**src/rtl/cpu_shift_ctrl.sv**
```systemverilog
// -----------------------------------------------------------------------------
// cpu_shift_ctrl
//
// Execute-stage sequencer for the iterative shifter (cpu_shifter). It accepts
// one decoded shift op from decode and latches all of its fields. It then
// pulses the shifter start for one cycle and waits for the shifter's done.
// When done arrives it captures the result and holds it for writeback until
// the writeback stage accepts it. Decode is stalled (in_ready_o=0) from the
// accept until the writeback handshake has completed.
//
// If the shifter never answers, a watchdog raises a sticky err_o after
// TIMEOUT WAIT cycles and returns a zero result.
//
// Build option:
//   CPU_SHIFT_FASTPATH_EN  when defined, an op whose effective shift amount is
//                          zero skips ISSUE/WAIT. It goes straight to RESP with
//                          wb_data_o = in_src_a_i and no start pulse.
//                          When undefined, every op takes the full sequence.
//
// Parameters:
//   XLEN     datapath width (only 32 is supported)
//   RD_W     destination register index width
//   TIMEOUT  WAIT cycles before err_o is raised (must exceed 32)
//
// Ports:
//   clk_i, rst_ni                  clock (rising edge), async active-low reset
//   in_valid_i / in_ready_o        decode handshake; ready only in IDLE
//   in_src_a_i, in_src_b_i         value to shift, register shift amount
//   in_imm_i, in_use_imm_i         immediate amount (low 5 bits) and its select
//   in_right_i, in_signed_i        direction, arithmetic (right only)
//   in_rd_i                        destination register
//   sh_start_o                     one-cycle start pulse to the shifter
//   sh_src_a_o, sh_src_b_o,
//   sh_imm_o, sh_use_imm_o,
//   sh_right_o, sh_signed_o        latched operands, stable ISSUE..RESP
//   sh_done_i, sh_res_i            shifter completion and result
//   wb_valid_o / wb_ready_i        writeback handshake
//   wb_rd_o, wb_data_o             destination register and result
//   busy_o                         controller is not IDLE
//   err_o                          sticky timeout flag, cleared only by reset
// -----------------------------------------------------------------------------
module cpu_shift_ctrl #(
  parameter int XLEN    = 32,
  parameter int RD_W    = 5,
  parameter int TIMEOUT = 40
) (
  input  logic            clk_i,
  input  logic            rst_ni,
  input  logic            in_valid_i,
  output logic            in_ready_o,
  input  logic [XLEN-1:0] in_src_a_i,
  input  logic [XLEN-1:0] in_src_b_i,
  input  logic [XLEN-1:0] in_imm_i,
  input  logic            in_use_imm_i,
  input  logic            in_right_i,
  input  logic            in_signed_i,
  input  logic [RD_W-1:0] in_rd_i,
  output logic            sh_start_o,
  output logic [XLEN-1:0] sh_src_a_o,
  output logic [XLEN-1:0] sh_src_b_o,
  output logic [XLEN-1:0] sh_imm_o,
  output logic            sh_use_imm_o,
  output logic            sh_right_o,
  output logic            sh_signed_o,
  input  logic            sh_done_i,
  input  logic [XLEN-1:0] sh_res_i,
  output logic            wb_valid_o,
  input  logic            wb_ready_i,
  output logic [RD_W-1:0] wb_rd_o,
  output logic [XLEN-1:0] wb_data_o,
  output logic            busy_o,
  output logic            err_o
);

  typedef enum logic [1:0] {IDLE, ISSUE, WAIT, RESP} state_e;

  localparam int CNT_W = $clog2(TIMEOUT + 1);

  state_e            state_q;
  logic [CNT_W-1:0]  wait_cnt_q;
  logic              sh_start_q;
  logic [XLEN-1:0]   src_a_q, src_b_q, imm_q;
  logic              use_imm_q, right_q, signed_q;
  logic [RD_W-1:0]   rd_q;
  logic [XLEN-1:0]   wb_data_q;
  logic              wb_valid_q;
  logic              err_q;

`ifdef CPU_SHIFT_FASTPATH_EN
  // Effective amount is zero when the selected source has no shift in it.
  // For the register path, any bit set anywhere (including the clamp bits
  // 31:6) means a non-zero amount.
  logic in_amt_zero_d;
  assign in_amt_zero_d = in_use_imm_i ? (in_imm_i[4:0] == 5'd0)
                                      : (in_src_b_i == '0);
`endif

  // Sequencer. sh_done_i is only looked at in WAIT: the shifter has no
  // reset, so its done is meaningless outside a start..done window.
  always_ff @(posedge clk_i or negedge rst_ni) begin
    if (!rst_ni) begin
      state_q    <= IDLE;
      wait_cnt_q <= '0;
      sh_start_q <= 1'b0;
      src_a_q    <= '0;
      src_b_q    <= '0;
      imm_q      <= '0;
      use_imm_q  <= 1'b0;
      right_q    <= 1'b0;
      signed_q   <= 1'b0;
      rd_q       <= '0;
      wb_data_q  <= '0;
      wb_valid_q <= 1'b0;
      err_q      <= 1'b0;
    end else begin
      sh_start_q <= 1'b0;
      case (state_q)
        IDLE: begin
          if (in_valid_i) begin
            src_a_q   <= in_src_a_i;
            src_b_q   <= in_src_b_i;
            imm_q     <= in_imm_i;
            use_imm_q <= in_use_imm_i;
            right_q   <= in_right_i;
            signed_q  <= in_signed_i;
            rd_q      <= in_rd_i;
`ifdef CPU_SHIFT_FASTPATH_EN
            if (in_amt_zero_d) begin
              wb_data_q  <= in_src_a_i;
              wb_valid_q <= 1'b1;
              state_q    <= RESP;
            end else
`endif
            begin
              sh_start_q <= 1'b1;
              state_q    <= ISSUE;
            end
          end
        end
        ISSUE: begin
          wait_cnt_q <= '0;
          state_q    <= WAIT;
        end
        WAIT: begin
          // A done in the same cycle as the final count wins over the timeout.
          if (sh_done_i) begin
            wb_data_q  <= sh_res_i;
            wb_valid_q <= 1'b1;
            state_q    <= RESP;
          end else if (wait_cnt_q == CNT_W'(TIMEOUT - 1)) begin
            err_q      <= 1'b1;
            wb_data_q  <= '0;
            wb_valid_q <= 1'b1;
            state_q    <= RESP;
          end else begin
            wait_cnt_q <= wait_cnt_q + CNT_W'(1);
          end
        end
        RESP: begin
          if (wb_ready_i) begin
            wb_valid_q <= 1'b0;
            state_q    <= IDLE;
          end
        end
        default: state_q <= IDLE;
      endcase
    end
  end

  assign in_ready_o   = (state_q == IDLE);
  assign busy_o       = (state_q != IDLE);
  assign sh_start_o   = sh_start_q;
  assign sh_src_a_o   = src_a_q;
  assign sh_src_b_o   = src_b_q;
  assign sh_imm_o     = imm_q;
  assign sh_use_imm_o = use_imm_q;
  assign sh_right_o   = right_q;
  assign sh_signed_o  = signed_q;
  assign wb_valid_o   = wb_valid_q;
  assign wb_rd_o      = rd_q;
  assign wb_data_o    = wb_data_q;
  assign err_o        = err_q;

endmodule

```
**config.mk**
```make
export PLATFORM = sky130hd
export DESIGN_NAME = cpu_shift_ctrl
export DESIGN_NICKNAME = d
export VERILOG_FILES = /design/src/rtl/cpu_shift_ctrl.sv
export SDC_FILE = /design/constraint.sdc
export NUM_CORES = 1
export LEC_CHECK = 0
export CORE_MARGIN = 2
export CORE_UTILIZATION = 43
export DETAILED_ROUTE_END_ITERATION = 16
export PLACE_DENSITY_LB_ADDON = 0.12
export SYNTH_ARGS = -nofsm -noshare
export SYNTH_HDL_FRONTEND = slang
export SYNTH_SLANG_ARGS = --single-unit
```
**constraint.sdc**
```tcl
create_clock -name clk_i -period 4.9 [get_ports clk_i]
set_input_delay 0.98 -clock clk_i [delete_from_list [all_inputs] [get_ports clk_i]]
set_output_delay 0.98 -clock clk_i [all_outputs]
set_load 0.01 [all_outputs]
```
==> flow_summary.json <==
{
  "ys_seq_elements": 147,
  "netlist_instances": 350,
  "globalplace.congestion": 0.782,
  "synthToLayoutAreaGrowth_pct": 63.4,
  "clock.fmax_mhz": 363,
  "n_antenna_cell": 0,
  "path_common_cell": "inv_1",
  "hold_path_class": "reg -> reg",
  "tns_ns": 0,
  "cellLeakagePower_nw": 3.91,
  "cts_tree": "yes",
  "cts_made_buffers": 17,
  "yosysUniqueCellTypes": 33,
  "dpl.cell_count": 786,
  "ir_drop_uv": 384,
  "syn_avg_cell_area_um2": 16.1,
  "clock_sinks": 147,
  "cts_resized": 0,
  "grt_overflow": 0,
  "grt_pass1_vias": 4306,
  "slowest_delay_ns": 0.55,
  "worstSetupEndpointType": "output port",
  "cp-startpoint": "state_q[0]",
  "nets": 780,
  "grt_max_degree": 107,
  "io_buffers": 281,
  "synth-seq-area-share_pct": 65.4,
  "post-cts-setup-buffer-count": 0,
  "path_delay_family": "buffers and inverters",
  "cp_data_arrival_time_ns": 1.78,
  "fp.coreArea_um2": 12700,
  "r2r_start": "state_q[0]",
  "drive_gt1_share_pct": 22.4,
  "rsz0062_at_grt": "false",
  "num_vias": 4077,
  "critPathLaunchType": "flop",
  "num_io_pins": 282,
  "antenna_found_initial": 0,
  "drt_iter0_drc": 197,
  "dieWidth_um": 118,
  "setup_violations": 0,
  "critPathKind": "reg -> out",
  "required_ns": 3.92,
  "crit_slowest_cell": "clkdlybuf4s50_1",
  "hpwl_um": 11000,
  "critPathBufInv": 3,
  "drv_cap": 0,
  "hold_buffers": 0,
  "post-route-period-util_pct": 56.3,
  "drt_first_pass_iters": 4,
  "slew_headroom_pct": 20.8,
  "die_y_um": 118,
  "crit_chain": "inv_1 > ha_1 > inv_1 > clkdlybuf4s50_1",
  "path_clk_slew_ns": 0.06,
  "drv_slew": 0,
  "clk_latency_ns": 0.41,
  "synth_fp_nets": 497,
  "track_usage_pct": 21.9,
  "worst_slew_pin_slew_ns": 1.19,
  "drc": 0,
  "finClkSkew_ns": 0.00345,
  "power.density_nw_per_um2": 664,
  "routed_wl_um": 15000,
  "finalHoldViolations": 0,
  "vias_per_cell": 4.98,
  "ant_nets": 0,
  "rows": 41,
  "outcome": "complete, no violations",
  "min_from": "err_o",
  "fin_crit_ns": 2.76,
  "htree_levels": 4,
  "yosys_warnings": 0,
  "start_util_pct": 44.4,
  "fill_cells": 874,
  "syn_area_um2": 5620,
  "wl_per_cell_um": 18.4,
  "grt_pass1_wl_um": 23300,
  "crit_path_max_fanout": 4,
  "stdcell_count": 818,
  "fp.dieArea_um2": 14000,
  "cts-root-buf": "clkbuf_16",
  "clock_path_buffers": 2
}
==> power by group <==
| group | switching, mW | internal (mW) |
|---|---|---|
| logic | 0.989 | 1.64 |
| clock network | 0.474 | 0.863 |
| registers | 0.320 | 1.81 |
==> cell usage after synthesis (all sizes together) <==
cell	n	area share [%]
dfrtp	147	65
mux2	106	21
a22o	34	5.3
buf	16	1.8
ha	6	1.3
clkbuf	4	0.27
inv	4	0.27
and2	3	0.33
nand2	3	0.20
nand3	3	0.27
o21ai	3	0.27
a21oi	2	0.18
nand2b	2	0.36
nor3b	2	0.47
a21o	1	0.13
a31oi	1	0.38
a32oi	1	0.16
a41o	1	0.18
and2b	1	0.13
and3	1	0.11
mux2i	1	0.18
nand4	1	0.11
nand4b	1	0.16
nor2	1	0.067
nor2b	1	0.11
o22ai	1	0.11
o32a	1	0.18
xnor2	1	0.16
xor2	1	0.16
==> registers in the layout, indices dropped and copies added (netlist names), 2 cells and up <==
name and cells:
wb_rd_o 5, sh_imm_o 32, sh_src_a_o 32, sh_src_b_o 32
state_q 2, wait_cnt_q 6, wb_data_o 32
==> routing by layer <==
metal / vias up / wire length, µm / GRT usage [%]
met5: - / 0 / 0
met4: 0 / 514 / 10.2
met3: 35 / 926 / 5.94
met2: 179 / 7770 / 37.9
met1: 2035 / 5840 / 25.1
li1: 1828 / - / -
==> stage by stage <==
step | instance area, µm² | hold WS (ns) | setup slack [ns] | utilization, % | total power, mW
after floorplan | 5620 | 0.501 | 2.84 | - | 3.26
after global placement | 8560 | 0.462 | 1.85 | 67.6 | 4.69
after detailed placement | 8560 | 0.462 | 1.80 | 67.6 | 4.79
after CTS | 9180 | 0.481 | 2.11 | 72.5 | 6.16
after global routing | 9180 | 0.502 | 2.00 | 72.5 | 6.40
final | 9180 | 0.480 | 2.14 | 72.5 | 6.09
==> layout by cell type, fill, tap and decap left out, types with 2 or more instances in the layout <==
cell type,count
ha_1,6
inv_1,4
clkinv_2,6
a21oi_1,2
mux2_2,105
clkdlybuf4s50_1,280
buf_4,3
clkbuf_8,5
nand2_1,3
and2_1,2
o21ai_0,3
dfrtp_1,147
bufinv_16,3
clkbuf_16,17
nand3_1,3
a22o_1,34
==> final cells by class <==
cell class | count | area (µm²) | share of cell area [%]
Sequential cell | 147 | 3680 | 40.1
Tap cell | 172 | 215 | 2.34
Clock inverter | 10 | 128 | 1.39
Multi-Input combinational cell | 179 | 1820 | 19.8
Clock buffer | 22 | 494 | 5.38
Inverter | 4 | 15.0 | 0.164
Timing Repair Buffer | 284 | 2840 | 30.9
==> path summary, 6_finish.rpt <==
path,endpoint,slack [ns],cells past startpoint
max in group asynchronous,sh_src_a_o[28],3.05,2
worst max-delay path,busy_o,2.14,4
worst max register to register,sh_imm_o[11],2.54,5
worst min-delay path,err_o,0.48,1
worst min register to register,err_o,0.48,1
min in group asynchronous,sh_imm_o[19],0.65,1
==> cells by family after synthesis <==
family / count (synthesis) / share of synthesized area [%]
buf+inv: 24 / 2.29
simple gates: 19 / 2.32
compound gates: 45 / 6.88
fa+ha+maj: 6 / 1.34
xor+xnor: 2 / 0.312
flops: 147 / 65.4
mux: 107 / 21.4
No activity file was read; power rests on OpenSTA's default activity.
